File: config.mk
export PLATFORM = sky130hd
export DESIGN_NAME = rw_access_ctrl
export DESIGN_NICKNAME = d
export VERILOG_FILES = /design/src/rtl/rw_access_ctrl.sv
export SDC_FILE = /design/constraint.sdc
export NUM_CORES = 1
export LEC_CHECK = 0
export CORE_ASPECT_RATIO = 0.5
export CORE_UTILIZATION = 44
export DETAILED_ROUTE_END_ITERATION = 8
export GPL_TIMING_DRIVEN = 0
export PLACE_DENSITY = 0.85
export SYNTH_ARGS = -nofsm -noshare
export SYNTH_HDL_FRONTEND = slang
export SYNTH_SLANG_ARGS = --single-unit
File: constraint.sdc
create_clock -name clk -period 3.7 [get_ports clk]
set_clock_uncertainty 0.1 [all_clocks]
set_input_delay 0.74 -clock clk [delete_from_list [all_inputs] [get_ports clk]]
set_output_delay 0.74 -clock clk [all_outputs]
set_load 0.1 [all_outputs]
File: src/rtl/rw_access_ctrl.sv
// rw_access_ctrl: sequences a single requester's chip-select request into a
// strobed access on a simple memory / register-file port.
// Flow: IDLE -> SETUP -> ACCESS (waits on mem_ready) -> DONE -> IDLE.
// Optional feature macro: RWAC_TIMEOUT_EN (bounds ACCESS to TIMEOUT_CYCLES
// cycles without mem_ready, then completes with err=1).
module rw_access_ctrl #(
    parameter int unsigned ADDR_W         = 8,
    parameter int unsigned DATA_W         = 32,
    parameter int unsigned ADDR_MAX       = (2 ** ADDR_W) - 1,
    parameter int unsigned TIMEOUT_CYCLES = 16
) (
    input  logic              clk,
    input  logic              reset_b,
    input  logic              cs,
    input  logic              write,
    input  logic [ADDR_W-1:0] addr,
    input  logic [DATA_W-1:0] wdata,
    output logic              busy,
    output logic              done,
    output logic              err,
    output logic [DATA_W-1:0] rdata,
    output logic              wr_en,
    output logic              rd_en,
    output logic [ADDR_W-1:0] mem_addr,
    output logic [DATA_W-1:0] mem_wdata,
    input  logic [DATA_W-1:0] mem_rdata,
    input  logic              mem_ready
);

    if (TIMEOUT_CYCLES < 1) begin : g_bad_timeout
        $error("rw_access_ctrl: TIMEOUT_CYCLES must be at least 1");
    end

    typedef enum logic [1:0] {
        IDLE   = 2'd0,
        SETUP  = 2'd1,
        ACCESS = 2'd2,
        DONE   = 2'd3
    } state_t;

    state_t              r_state;
    logic                r_wr_flag;
    logic                r_err;
    logic [ADDR_W-1:0]   r_mem_addr;
    logic [DATA_W-1:0]   r_mem_wdata;
    logic [DATA_W-1:0]   r_rdata;
    logic                r_busy;
    logic                r_done;
    logic                r_err_o;
    logic                r_wr_en;
    logic                r_rd_en;
    logic                w_addr_bad;

`ifdef RWAC_TIMEOUT_EN
    localparam int unsigned CNT_W = $clog2(TIMEOUT_CYCLES + 1);
    logic [CNT_W-1:0]    r_wait_cnt;
    logic                w_timeout;

    // Last allowed ACCESS cycle without mem_ready has been reached.
    assign w_timeout = (r_wait_cnt == CNT_W'(TIMEOUT_CYCLES - 1));
`endif

    // Address range check on the captured address.
    assign w_addr_bad = (32'(r_mem_addr) > ADDR_MAX);

    // Main sequencer: state, captured buses, read data and registered Moore outputs.
    always_ff @(posedge clk or negedge reset_b) begin
        if (!reset_b) begin
            r_state     <= IDLE;
            r_wr_flag   <= 1'b0;
            r_err       <= 1'b0;
            r_mem_addr  <= '0;
            r_mem_wdata <= '0;
            r_rdata     <= '0;
            r_busy      <= 1'b0;
            r_done      <= 1'b0;
            r_err_o     <= 1'b0;
            r_wr_en     <= 1'b0;
            r_rd_en     <= 1'b0;
`ifdef RWAC_TIMEOUT_EN
            r_wait_cnt  <= '0;
`endif
        end else begin
            // Pulse-type outputs default low; each branch sets the values
            // that belong to the state being entered.
            r_done  <= 1'b0;
            r_err_o <= 1'b0;
            r_wr_en <= 1'b0;
            r_rd_en <= 1'b0;
            case (r_state)
                IDLE: begin
                    if (cs) begin
                        r_wr_flag   <= write;
                        r_mem_addr  <= addr;
                        r_mem_wdata <= wdata;
                        r_err       <= 1'b0;
`ifdef RWAC_TIMEOUT_EN
                        r_wait_cnt  <= '0;
`endif
                        r_busy      <= 1'b1;
                        r_state     <= SETUP;
                    end
                end
                SETUP: begin
                    if (!cs) begin
                        r_busy  <= 1'b0;
                        r_state <= IDLE;
                    end else if (w_addr_bad) begin
                        r_err   <= 1'b1;
                        r_done  <= 1'b1;
                        r_err_o <= 1'b1;
                        r_state <= DONE;
                    end else begin
                        r_wr_en <= r_wr_flag;
                        r_rd_en <= !r_wr_flag;
                        r_state <= ACCESS;
                    end
                end
                ACCESS: begin
                    if (mem_ready) begin
                        if (!r_wr_flag) begin
                            r_rdata <= mem_rdata;
                        end
                        r_done  <= 1'b1;
                        r_err_o <= r_err;
                        r_state <= DONE;
`ifdef RWAC_TIMEOUT_EN
                    end else if (w_timeout) begin
                        r_err   <= 1'b1;
                        r_done  <= 1'b1;
                        r_err_o <= 1'b1;
                        r_state <= DONE;
`endif
                    end else begin
                        r_wr_en <= r_wr_flag;
                        r_rd_en <= !r_wr_flag;
`ifdef RWAC_TIMEOUT_EN
                        r_wait_cnt <= r_wait_cnt + CNT_W'(1);
`endif
                    end
                end
                DONE: begin
                    r_busy  <= 1'b0;
                    r_state <= IDLE;
                end
                default: begin
                    r_busy  <= 1'b0;
                    r_state <= IDLE;
                end
            endcase
        end
    end

    assign busy      = r_busy;
    assign done      = r_done;
    assign err       = r_err_o;
    assign rdata     = r_rdata;
    assign wr_en     = r_wr_en;
    assign rd_en     = r_rd_en;
    assign mem_addr  = r_mem_addr;
    assign mem_wdata = r_mem_wdata;

endmodule

Word level (Yosys, flattened, before mapping) --
Cells that the tools add are included.
Storage, ports and cells: flip-flop bits (word level) 79, input port bits 77, output and inout bits 77, logic and storage cells 38
Cells by class: eq/ne operators 6, multiplexer cells 15, bitwise operators 1, reduce and logical (&&, ||, !) cells 7
Operator list (number):
- $mux 1 | 8
- $pmux 2 s4 | 1
- $mux 2 | 3
- $ne 2x2->1 const B | 3
- $reduce_and 3->1 | 2
- $eq 2x2->1 const B | 2
- $pmux 1 s2 | 2
- $reduce_and 2->1 | 2
- $pmux 1 s3 | 1
- $reduce_bool 3->1 | 1
- $eq 2x1->1 const B | 1
- $logic_not 2->1 | 1
- $logic_not 1->1 | 1
- $not 1->1 | 1

Longest topological paths before layout --
depth after elaboration 3, gate-level depth with buffers 5, gate-level depth less buffers 5

Least setup slack after synthesis --
OpenSTA, ideal clock, no wires.
path kind reg2out, from register r_rdata[10], in the netlist rdata[10], to output rdata[10], arrival time 898 ps, data required time 2860 ps, slack 1962 ps, stages on the path, launching flop included 1, buffers on the path 0, cells stage by stage dfrtp_1
RTL lines:
- start, declared | RTL line 46 | logic [DATA_W-1:0] r_rdata;
- start signal, assigned | RTL line 122 | r_rdata <= mem_rdata;
- end, declared | RTL line 21 | output logic [DATA_W-1:0] rdata,
No word-level cell between the ends.

Worst setup path in the final report --
from register r_rdata[7], in the netlist rdata[7], to output rdata[7]
No word-level cell between the ends.

==> impl_results.md <==
- Result of the run: completed
- Placed Instance Area: 4890 sq um
- CP max stage cell: clkdlybuf4s50_1
- Ranking of synthesized cells by area: dfrtp_1, mux2_2, mux2_4
- DRC violations left: 0
- Core Area: 6880 sq um
- Die Wd: 123 um
- Overall routed net length: 8390 um
- Final TNS setup: 0 ns
- First-pass GRT wire length: 13,400 um
- Final Wtd Congestion: 0.839
- Measured slew at the worst slew-check pin: 1.03 ns
- Share of the synthesized area in the top cell type: 61.1%
- Main synth FF type: dfrtp_1
- Max-slew violations: 0
- Cell taking the most area after synthesis: dfrtp_1
- Largest net degree at the start of global routing: 42
- Count leader, synth: dfrtp_1
- GR Util All Layers: 24.2%
- Reg2Reg Setup Slack: 1.85 ns
- Final period util: 74.0%
- Met3 wire len: 228 um
- Synth cell types: 22
- Drt first-iter violations: 80
- Vias per cell: 4.81
- Number of iterations in the first detailed-routing pass: 4
- WP data required: 2.86 ns
- # resized after CTS: 0
- CP cell instances: clkdlybuf4s50_1
- Synthesized flop and latch total: 79
- Post-layout min period: 2.74 ns
- Worst relative slew slack: 31.0%
- Max layer used: met4
- Nets: 439
- Highest achievable clock rate: 365 MHz
- Dpl hpwl: 5910 um
- Clk_lat worst skew: 0.33 ns
- Post-DRT Antenna Nets: 0
- I/O pin count: 154
- Setup Crit Path Kind: register to output pin
- RSZ-0062 raised after global routing: no
- Max Cap Violations: 0
- CTS tree: yes
- Crit. Startpoint: rdata[7]
- Vias: 2,174
- Initial antenna violation count: 0
- Sequential share of the synthesized area: 61.1%
- Synth cell count leaders: dfrtp_1, mux2_2, mux2_4
- Post-synthesis average cell area: 16.9 sq um
- Max incr delay on CP: 1.15 ns
- H-Tree Depth: 3
- # Post-CTS Setup Buffers: 0
- Vias in the first global route: 2,476
- Num CTS Buffers: 9
- Synth-to-layout area growth: 62.3%
- Buffers on Ports: 152
- Inserted Diodes: 0
- Clk buf depth: 2
- Worst setup EP type: output pin
- FFs w/ async S/R, synth: 100%
- Clk slew on worst S/H paths: 0.06 ns
- Syn Inst Count: 191
- Worst path bufs/invs: 1
- Crit path launch type: register
- Share of layout cells above drive strength 1: 26.9%
- Hold Path Class: primary input to async pin
- Routed wl met2: 4700 um
- Initial core utilization: 47.0%
- Die Area: 7720 sq um
- Post-Syn Nets: 275
- WL/cell: 18.6 um
- Die height: 62.6 um
- # rows: 21
- Post-route design area: 5250 sq um
- Final setup fails: 0
- M1 WL: 3280 um
- WP data arrival: 1.90 ns
- # hold bufs at CTS: 0
- Max FO, Critical Path: 2
- Synthesis Warnings: 0
- Endpoints failing hold: 0
- Clk Tree Root Cell: clkbuf_16
- Kind of cell adding the most delay to the critical path: buffers and inverters
- Mapped Area: 3230 sq um
- TritonCTS Sinks: 79
- Crit Reg-Reg Startpoint: r_state[0]
- Grt total ovfl: 0
- Number of synthesized flops with an enable pin: 0
## stage by stage
stage                     hold slack [ns]  utilization (%)  setup slack (ns)  cells
final                               0.271             76.2             0.962    452
after global placement              0.374             70.7            -0.790    435
after floorplan                     0.344                -              1.96    191
after CTS                           0.272             76.2             0.948    452
after global routing                0.312             76.2             0.947    452
after detailed placement            0.381             71.0              1.32    436
## cell usage in the layout, fill, tap and decap left out, types with 2 or more instances in the layout
cell             instances
a21oi_1                  3
and2_1                   2
buf_4                    2
buf_6                    7
bufinv_16                4
clkbuf_16                9
clkdlybuf4s50_1        151
dfrtp_1                 79
ha_1                     7
inv_1                    2
mux2_1                   3
mux2_2                  40
mux2_4                  30
nand2_1                  3
nand2b_1                 4
## cell families after synthesis
group                      after synthesis  share of synthesized area (%)
adders and majority gates                7                           2.71
and+or+nand+nor                         15                           2.94
DFF                                     79                           61.1
buffers and inverters                   10                           2.90
AOI/OAI and AO/OA                        6                           1.28
other                                    1                          0.116
muxes                                   73                           28.9
## final timing paths
| kind | to | depth (start not counted) |
|---|---|---|
| worst max-delay path | rdata[7] | 1 |
| max in group asynchronous | mem_wdata[22] | 2 |
| worst max register to register | rdata[16] | 5 |
| worst min-delay path | rdata[9] | 1 |
| worst min register to register | mem_addr[7] | 1 |
| min in group clk | mem_addr[7] | 1 |
## registers in the layout (all words and copies together), names as in the netlist, named ones only
name	flops
r_state	1
rd_en	1
wr_en	1
rdata	32
done	1
r_wr_flag	1
mem_addr	8
busy	1
mem_wdata	32
## layout make-up
class,instances,area (sq um)
Inverter,2,7.51
Tap cell,92,115
Buffer,8,86.3
Multi-Input combinational cell,102,1160
Sequential cell,79,1980
Fill cell,403,1640
Clock buffer,10,229
Clock inverter,6,133
Timing Repair Buffer,153,1540
## per-layer routing
metal  vias to the layer above  global-route usage [%]
met5                         -                       0
met4                         0                    10.4
met3                        18                    6.75
met2                        44                    43.7
met1                      1122                    26.5
li1                        990                       -
Power is not shown: default switching activity piles up to over one toggle a cycle in this logic, so the estimate is an artifact.
